### src/rtl/seq_comparator.sv
// Multi-cycle wide-operand magnitude comparator: CHUNK bits per cycle, MSB chunk first,
// early exit on the first differing chunk, valid/ready on both sides plus synchronous flush.

package seq_comparator_pkg;
    typedef enum logic {
        UNSIGNED = 1'b0,
        SIGNED   = 1'b1
    } sign_t;
endpackage

module seq_comparator_chunk #(
    parameter int CHUNK = 16
) (
    input  logic [CHUNK-1:0] c1,
    input  logic [CHUNK-1:0] c2,
    output logic             ne,
    output logic             lt
);
    assign ne = (c1 != c2);
    assign lt = (c1 < c2);
endmodule

module seq_comparator
    import seq_comparator_pkg::*;
#(
    parameter  int LEN    = 64,
    parameter  int CHUNK  = 16,
    localparam int NCHUNK = LEN / CHUNK,
    localparam int CW     = $clog2(NCHUNK + 1)
) (
    input  logic           clk,
    input  logic           rst,
    input  logic           flush,
    input  logic           in_valid,
    output logic           in_ready,
    input  sign_t          in_sign,
    input  logic [LEN-1:0] in_src1,
    input  logic [LEN-1:0] in_src2,
    output logic           out_valid,
    input  logic           out_ready,
    output logic           out_eq,
    output logic           out_lt,
    output logic           out_ge,
    output logic [CW-1:0]  out_chunks
);
    localparam int IW = (NCHUNK > 1) ? $clog2(NCHUNK) : 1;
    localparam logic [LEN-1:0] BIAS = {1'b1, {(LEN-1){1'b0}}};

    if ((CHUNK < 1) || (LEN % CHUNK != 0)) begin : g_bad_chunk
        $error("seq_comparator: CHUNK must evenly divide LEN");
    end

    typedef enum logic [1:0] {
        IDLE = 2'd0,
        BUSY = 2'd1,
        DONE = 2'd2
    } state_t;

    state_t                        state;
    logic [NCHUNK-1:0][CHUNK-1:0]  a1, a2;
    logic [IW-1:0]                 idx;
    logic [CW-1:0]                 cnt;
    logic                          eq_r, lt_r;
    logic [NCHUNK-1:0]             ne_v, lt_v;

    // Every chunk has its own comparator; BUSY just picks the one under idx.
    for (genvar g = 0; g < NCHUNK; g++) begin : g_chunk
        seq_comparator_chunk #(.CHUNK(CHUNK)) u_chunk (
            .c1 (a1[g]),
            .c2 (a2[g]),
            .ne (ne_v[g]),
            .lt (lt_v[g])
        );
    end

    always_ff @(posedge clk or posedge rst) begin
        if (rst) begin
            state <= IDLE;
            a1    <= '0;
            a2    <= '0;
            idx   <= '0;
            cnt   <= '0;
            eq_r  <= 1'b0;
            lt_r  <= 1'b0;
        end else if (flush) begin
            state <= IDLE;
        end else begin
            case (state)
                IDLE: begin
                    if (in_valid) begin
                        // Flipping both MSBs maps two's complement order onto unsigned order.
                        a1    <= (in_sign == SIGNED) ? (in_src1 ^ BIAS) : in_src1;
                        a2    <= (in_sign == SIGNED) ? (in_src2 ^ BIAS) : in_src2;
                        idx   <= IW'(NCHUNK - 1);
                        cnt   <= '0;
                        state <= BUSY;
                    end
                end
                BUSY: begin
                    cnt <= cnt + CW'(1);
                    if (ne_v[idx]) begin
                        lt_r  <= lt_v[idx];
                        eq_r  <= 1'b0;
                        state <= DONE;
                    end else if (idx == '0) begin
                        eq_r  <= 1'b1;
                        lt_r  <= 1'b0;
                        state <= DONE;
                    end else begin
                        idx <= idx - IW'(1);
                    end
                end
                DONE: begin
                    if (out_ready) state <= IDLE;
                end
                default: state <= IDLE;
            endcase
        end
    end

    assign in_ready   = (state == IDLE) && !flush;
    assign out_valid  = (state == DONE);
    assign out_eq     = eq_r;
    assign out_lt     = lt_r;
    assign out_ge     = !lt_r;
    assign out_chunks = cnt;

    a_hold: assert property (@(posedge clk) disable iff (rst)
        (out_valid && !out_ready && !flush) |=>
            (out_valid && $stable(out_eq) && $stable(out_lt) && $stable(out_chunks)));

    a_chunks: assert property (@(posedge clk) disable iff (rst)
        out_valid |-> (out_chunks >= CW'(1)) && (out_chunks <= CW'(NCHUNK)));
endmodule

### config.mk
export PLATFORM = sky130hd
export DESIGN_NAME = seq_comparator
export DESIGN_NICKNAME = d
export VERILOG_FILES = /design/src/rtl/seq_comparator.sv
export SDC_FILE = /design/constraint.sdc
export NUM_CORES = 1
export LEC_CHECK = 0
export ABC_AREA = 1
export CORE_ASPECT_RATIO = 0.8
export CORE_MARGIN = 2
export CORE_UTILIZATION = 61
export DETAILED_ROUTE_END_ITERATION = 16
export DONT_BUFFER_PORTS = 1
export GPL_TIMING_DRIVEN = 0
export PLACE_DENSITY = 0.84
export SYNTH_ARGS = -nofsm -noshare
export SYNTH_HDL_FRONTEND = slang
export SYNTH_SLANG_ARGS = --single-unit
### constraint.sdc
create_clock -name clk -period 11.23 [get_ports clk]
set_clock_uncertainty 0.2 [all_clocks]
set_input_delay 0.5615 -clock clk [delete_from_list [all_inputs] [get_ports clk]]
set_output_delay 0.5615 -clock clk [all_outputs]
set_load 0.05 [all_outputs]
## After elaboration in Yosys (flattened, before gate mapping)

Index checks and enable logic that the tools add are counted.

| cells by class | value |
|---|---|
| order comparisons | 5 |
| bitwise logic cells | 3 |
| reduce and logical (&&, ||, !) cells | 12 |
| muxes and demuxes | 22 |
| equal/unequal tests | 12 |
| add/subtract/negate cells | 2 |

Operators by type and width:

| kind | count |
|---|---|
| two-way mux 64 bit | 2 |
| less-than comparator 16 bit | 4 |
| != test 16 bit | 4 |
| two-way mux 2 bit | 8 |
| AND reduction 3 bit | 4 |
| two-way mux 1 bit | 6 |
| != test 2 bit (second input constant) | 3 |
| case mux 2 bit (3 select lines) | 1 |
| case mux 3 bit (2 select lines) | 1 |
| AND reduction 5 bit | 1 |
| binary-select mux 1 bit (select 2 bit) | 2 |
| zero test 2 bit | 2 |
| != test 4 bit (second input constant) | 1 |
| case mux 2 bit (2 select lines) | 1 |
| nonzero test 2 bit | 2 |
| adder 3 x 1 -> 3 bit (second input constant) | 1 |
| less-than comparator 2 x 3 -> 1 bit (second input constant) | 1 |
| two-way mux 3 bit | 1 |
| != test 3 x 2 -> 1 bit (second input constant) | 1 |
| != test 3 bit (second input constant) | 1 |
| inverter 1 bit | 3 |
| equality test 2 x 1 -> 1 bit (second input constant) | 1 |
| equality test 2 bit (second input constant) | 1 |
| zero test 1 bit | 2 |
| 2 further kinds | 2 |

| word-level totals | value |
|---|---|
| output and inout port bits | 8 |
| bits in registers | 137 |
| input bits | 134 |

## Logic depth before layout (Yosys ltp)

| depth | value |
|---|---|
| depth in word-level cells | 6 |
| mapped depth | 14 |

## Cells and area by module

Synthesis repeated with hierarchy kept, for this count alone.

| unflattened totals | value |
|---|---|
| cell total of the unflattened synthesis | 894 |
| area, all modules | 7140.6 µm² |

By module, submodules not included:

| module | area an instance (µm²) | instances | cells an instance | seq. area each (µm²) |
|---|---|---|---|---|
| seq_comparator | 5357.6 | 1 | 614 | 3428.3 |
| seq_comparator_chunk (g_chunk[0].u_chunk ...) | 452.9 | 3 | 70 | 0.0 |
| seq_comparator_chunk (g_chunk[1].u_chunk) | 424.2 | 1 | 70 | 0.0 |

## Worst setup path after synthesis

Ideal clock, no wire load.

| timing | value |
|---|---|
| path kind | in2reg |
| from | input port flush |
| to | register a1[48] (netlist name) |
| arrival | 1.698 ns |
| stages on the path | 5 |
| slack | 9.201 ns |
| path buffers | 1 |
| library setup time | 0.130 ns |
| cells stage by stage | nor3_4 > nand2_4 > clkinv_2 > clkbuf_1 > o21ai_1 |

| between the ends | value |
|---|---|
| cells in the longest elaborated chain, start to end | 2 |

RTL lines:

| item | line | text |
|---|---|---|
| from (decl) | 33 | `input logic flush,` |
| inverter 1 bit (no source line) | - |  |
| AND reduction 3 bit (no source line) | - |  |
| to (signal assigned) | 92 | `a1 <= (in_sign == SIGNED) ? (in_src1 ^ BIAS) : in_src1;` |
| to (decl) | 60 | `logic [NCHUNK-1:0][CHUNK-1:0] a1, a2;` |

No other way between the ends.
A chain may end at the register's enable or synchronous reset.

## Worst setup path after layout

| timing | value |
|---|---|
| from | register state[1] |
| to | output port out_valid |

| between the ends | value |
|---|---|
| cells in the longest elaborated chain, start to end | 1 |

RTL lines:

| item | line | text |
|---|---|---|
| from (decl) | 59 | `state_t state;` |
| from (signal assigned) | 78 | `state <= IDLE;` |
| from (signal assigned) | 86 | `state <= IDLE;` |
| from (signal assigned) | 96 | `state <= BUSY;` |
| equality test 2 bit | 122 | `assign out_valid = (state == DONE);` |
| to (decl) | 39 | `output logic out_valid,` |

No other way between the ends.

==> impl_metrics.csv <==
group,metric,value,unit
status,status,"complete, no violations",
logic_synthesis,avgSynthCellArea,8.270,um2
sta,fin_tns_setup,0,ns
worst_setup_path,crit_type,"flop to output port",
detailed_routing,wirelength,15630,um
power_and_ir_drop,power,0.002183,W
detailed_routing,num_vias,5331,
clocking,clock_path_buffers,2,
logic_synthesis,synth_edf_count,0,
detailed_routing,wl_per_cell,15.43,um
detailed_routing,drt-initial-drc-count,249,
sta,slew_viol_final,0,
floorplan,fp-row-count,34,
detailed_routing,antenna_left,0,
worst_setup_path,critPathRequiredTime,10.47,ns
worst_setup_path,end_kind,"output port",
clocking,clk_pin_slew,0.06,ns
sta,hold_viol_final,0,
floorplan,io_pins,142,
logic_synthesis,synth_seq_cells,137,
worst_setup_path,arrival,1.67,ns
clocking,clock_sinks,137,
floorplan,die-area,12210,um2
logic_synthesis,yosysSeqAreaShare,49.58,%
floorplan,die_w,123.0,um
logic_synthesis,yosysUniqueCellTypes,26,
place,place_hpwl,10920,um
clocking,cts_buffers,17,
cells_and_area,n_antenna_cell,0,
logic_synthesis,yosys-top-cells-count,"347 x nand2_1, 137 x dfrtp_1, 100 x inv_1",
hold_path,min_path_type,"primary input to flop",
logic_synthesis,yosysTopAreaCellShare,49.58,%
cells_and_area,drive_above_1_share,6.214,%
logic_synthesis,syn_area,6914,um2
logic_synthesis,syn_inst,836,
logic_synthesis,async_flop_share,100.0,%
logic_synthesis,yosysMostFrequentCell,"nand2_1",
power_and_ir_drop,power_density,281.9,nW/um2
detailed_routing,viasPerCell,5.263,
cells_and_area,fillCellCount,852,
clocking,cts_resized,0,
cells_and_area,fin_nets,1057,
worst_setup_path,cp_max_fo,3,
sta,final.setup.worst_slack,8.800,ns
logic_synthesis,synth-main-ff-cell,"dfrtp_1",
sta,period_share,21.64,%
grt,grtUsageTotal,27.52,%
job,cap_violations,0,
grt,grt_max_degree,80,
detailed_routing,first_pass_iters,5,
floorplan,start_util,63.00,%
grt,antenna_found_initial,0,
place,pre_cts_slack,8.736,ns
detailed_routing,drc,0,
logic_synthesis,yosysWarningCount,0,
sta,rsz0062_at_grt,"no",
grt,grt_pass1_vias,5351,
place,numPortBuffers,0,
sta,fin_hold_ws,0.04722,ns
sta,worst_pin_slew,1.025,ns
sta,clock.fmax,411.5,MHz
floorplan,core,10980,um2
place,routabilityCongestion,0.7937,
worst_setup_path,critPathLaunchType,"flop",
cells_and_area,area_growth,12.02,%
logic_synthesis,synthTopCellsByArea,"dfrtp_1 50%, nand2_1 19%, ha_1 12%, inv_1 5.4%, o21ai_0 3.0%",
clocking,h-tree-depth,4,
sta,setup_viol,0,
power_and_ir_drop,p_leak,4.178,nW
floorplan,dieHeight,99.23,um
logic_synthesis,yosysTopAreaCell,"dfrtp_1",
power_and_ir_drop,max-vdd-ir-drop,0.1513,mV
grt,grt_pass1_wl,25620,um
grt,grt.overflow.total,0,
cells_and_area,final_core_util,70.57,%
sta,fin_crit,2.430,ns
clocking,cts_tree,"yes",
sta,slew_headroom,31.41,%
clocking,cts-root-buf,"clkbuf_16",
logic_synthesis,syn-num-nets,1036,
clocking,insertion_delay,0.42,ns
-- area by class of cell --
class	count	area [um2]	area share [%]
Inverter	102	389.1	5.024
Clock inverter	13	178.9	2.310
Tap cell	144	180.2	2.326
Buffer	27	158.9	2.052
Sequential cell	137	3428	44.26
Timing Repair Buffer	2	37.54	0.4847
Clock buffer	18	429.2	5.541
Multi-Input combinational cell	570	2943	38.00
-- layer usage --
| metal | share of wire, % | global-route usage, % | wire length (um) |
|---|---|---|---|
| met5 | 0 | 0 | 0 |
| met4 | 1.2 | 7.605 | 195 |
| met3 | 7.1 | 6.766 | 1106 |
| met2 | 47 | 43.60 | 7290 |
| met1 | 45 | 38.18 | 7041 |
-- flip-flops by register name, summed over array words and instances, names as in the netlist --
register    flops
a1             64
a2             64
idx             2
out_chunks      3
out_eq          1
out_lt          1
state           2
-- critical path: stages, from the launching register on --
cell	delay, ns
dfrtp_1	0.41
inv_1	0.07
nor2_1	0.77
-- final timing paths --
path	startpoint	endpoint	slack [ns]	cells after the start
max	state[1]	out_valid	8.80	2
min reg2reg	a1[36]	a1[36]	0.28	2
min in group asynchronous	rst	a1[20]	0.56	2
max in group asynchronous	rst	a1[59]	9.53	3
min	in_src1[19]	a1[19]	0.05	2
max reg2reg	state[0]	a2[28]	8.86	5
-- power by group --
group	switching, W	internal (W)
sequential	0.000128	0.000693
combinational	0.000471	0.000304
clock	0.000218	0.000369
total	0.000817	0.00137
-- logic make-up after synthesis --
kind of cell / after synthesis / share of synthesized area (%)
compound gates: 104 / 7.854
fa+ha+maj: 66 / 11.94
simple gates: 398 / 22.51
buf+inv: 129 / 7.854
xor+xnor: 2 / 0.2534
flops: 137 / 49.58
-- stage by stage --
| step | cells | area [um2] |
|---|---|---|
| after floorplan | 836 | 6914 |
| after global placement | 980 | 7094 |
| after detailed placement | 981 | 7127 |
| after CTS | 1013 | 7745 |
| after global routing | 1013 | 7745 |
| final | 1013 | 7745 |
-- placed cells by master, fill, tap and decap left out, drive strengths merged --
cell type and n:
o21ai 73, a21o 2, o21a 2, nand3 11
clkinvlp 1, dlygate4sd3 1, clkbuf 28, o21bai 2
nor3b 1, a21oi 24, bufinv 4, a211o 1
nand4 8, and2 2, inv 101, clkinv 9
xnor2 2, nor2 27, buf 18, dfrtp 137
nand2 348, nor3 1, ha 66
-- repair_timing --
action | CTS | global route
hold buffers | 1 | 0
setup buffers | 0 | 0
hold endpoints to repair | 78 | 0
Note: power is estimated with default switching activity, not from simulation.
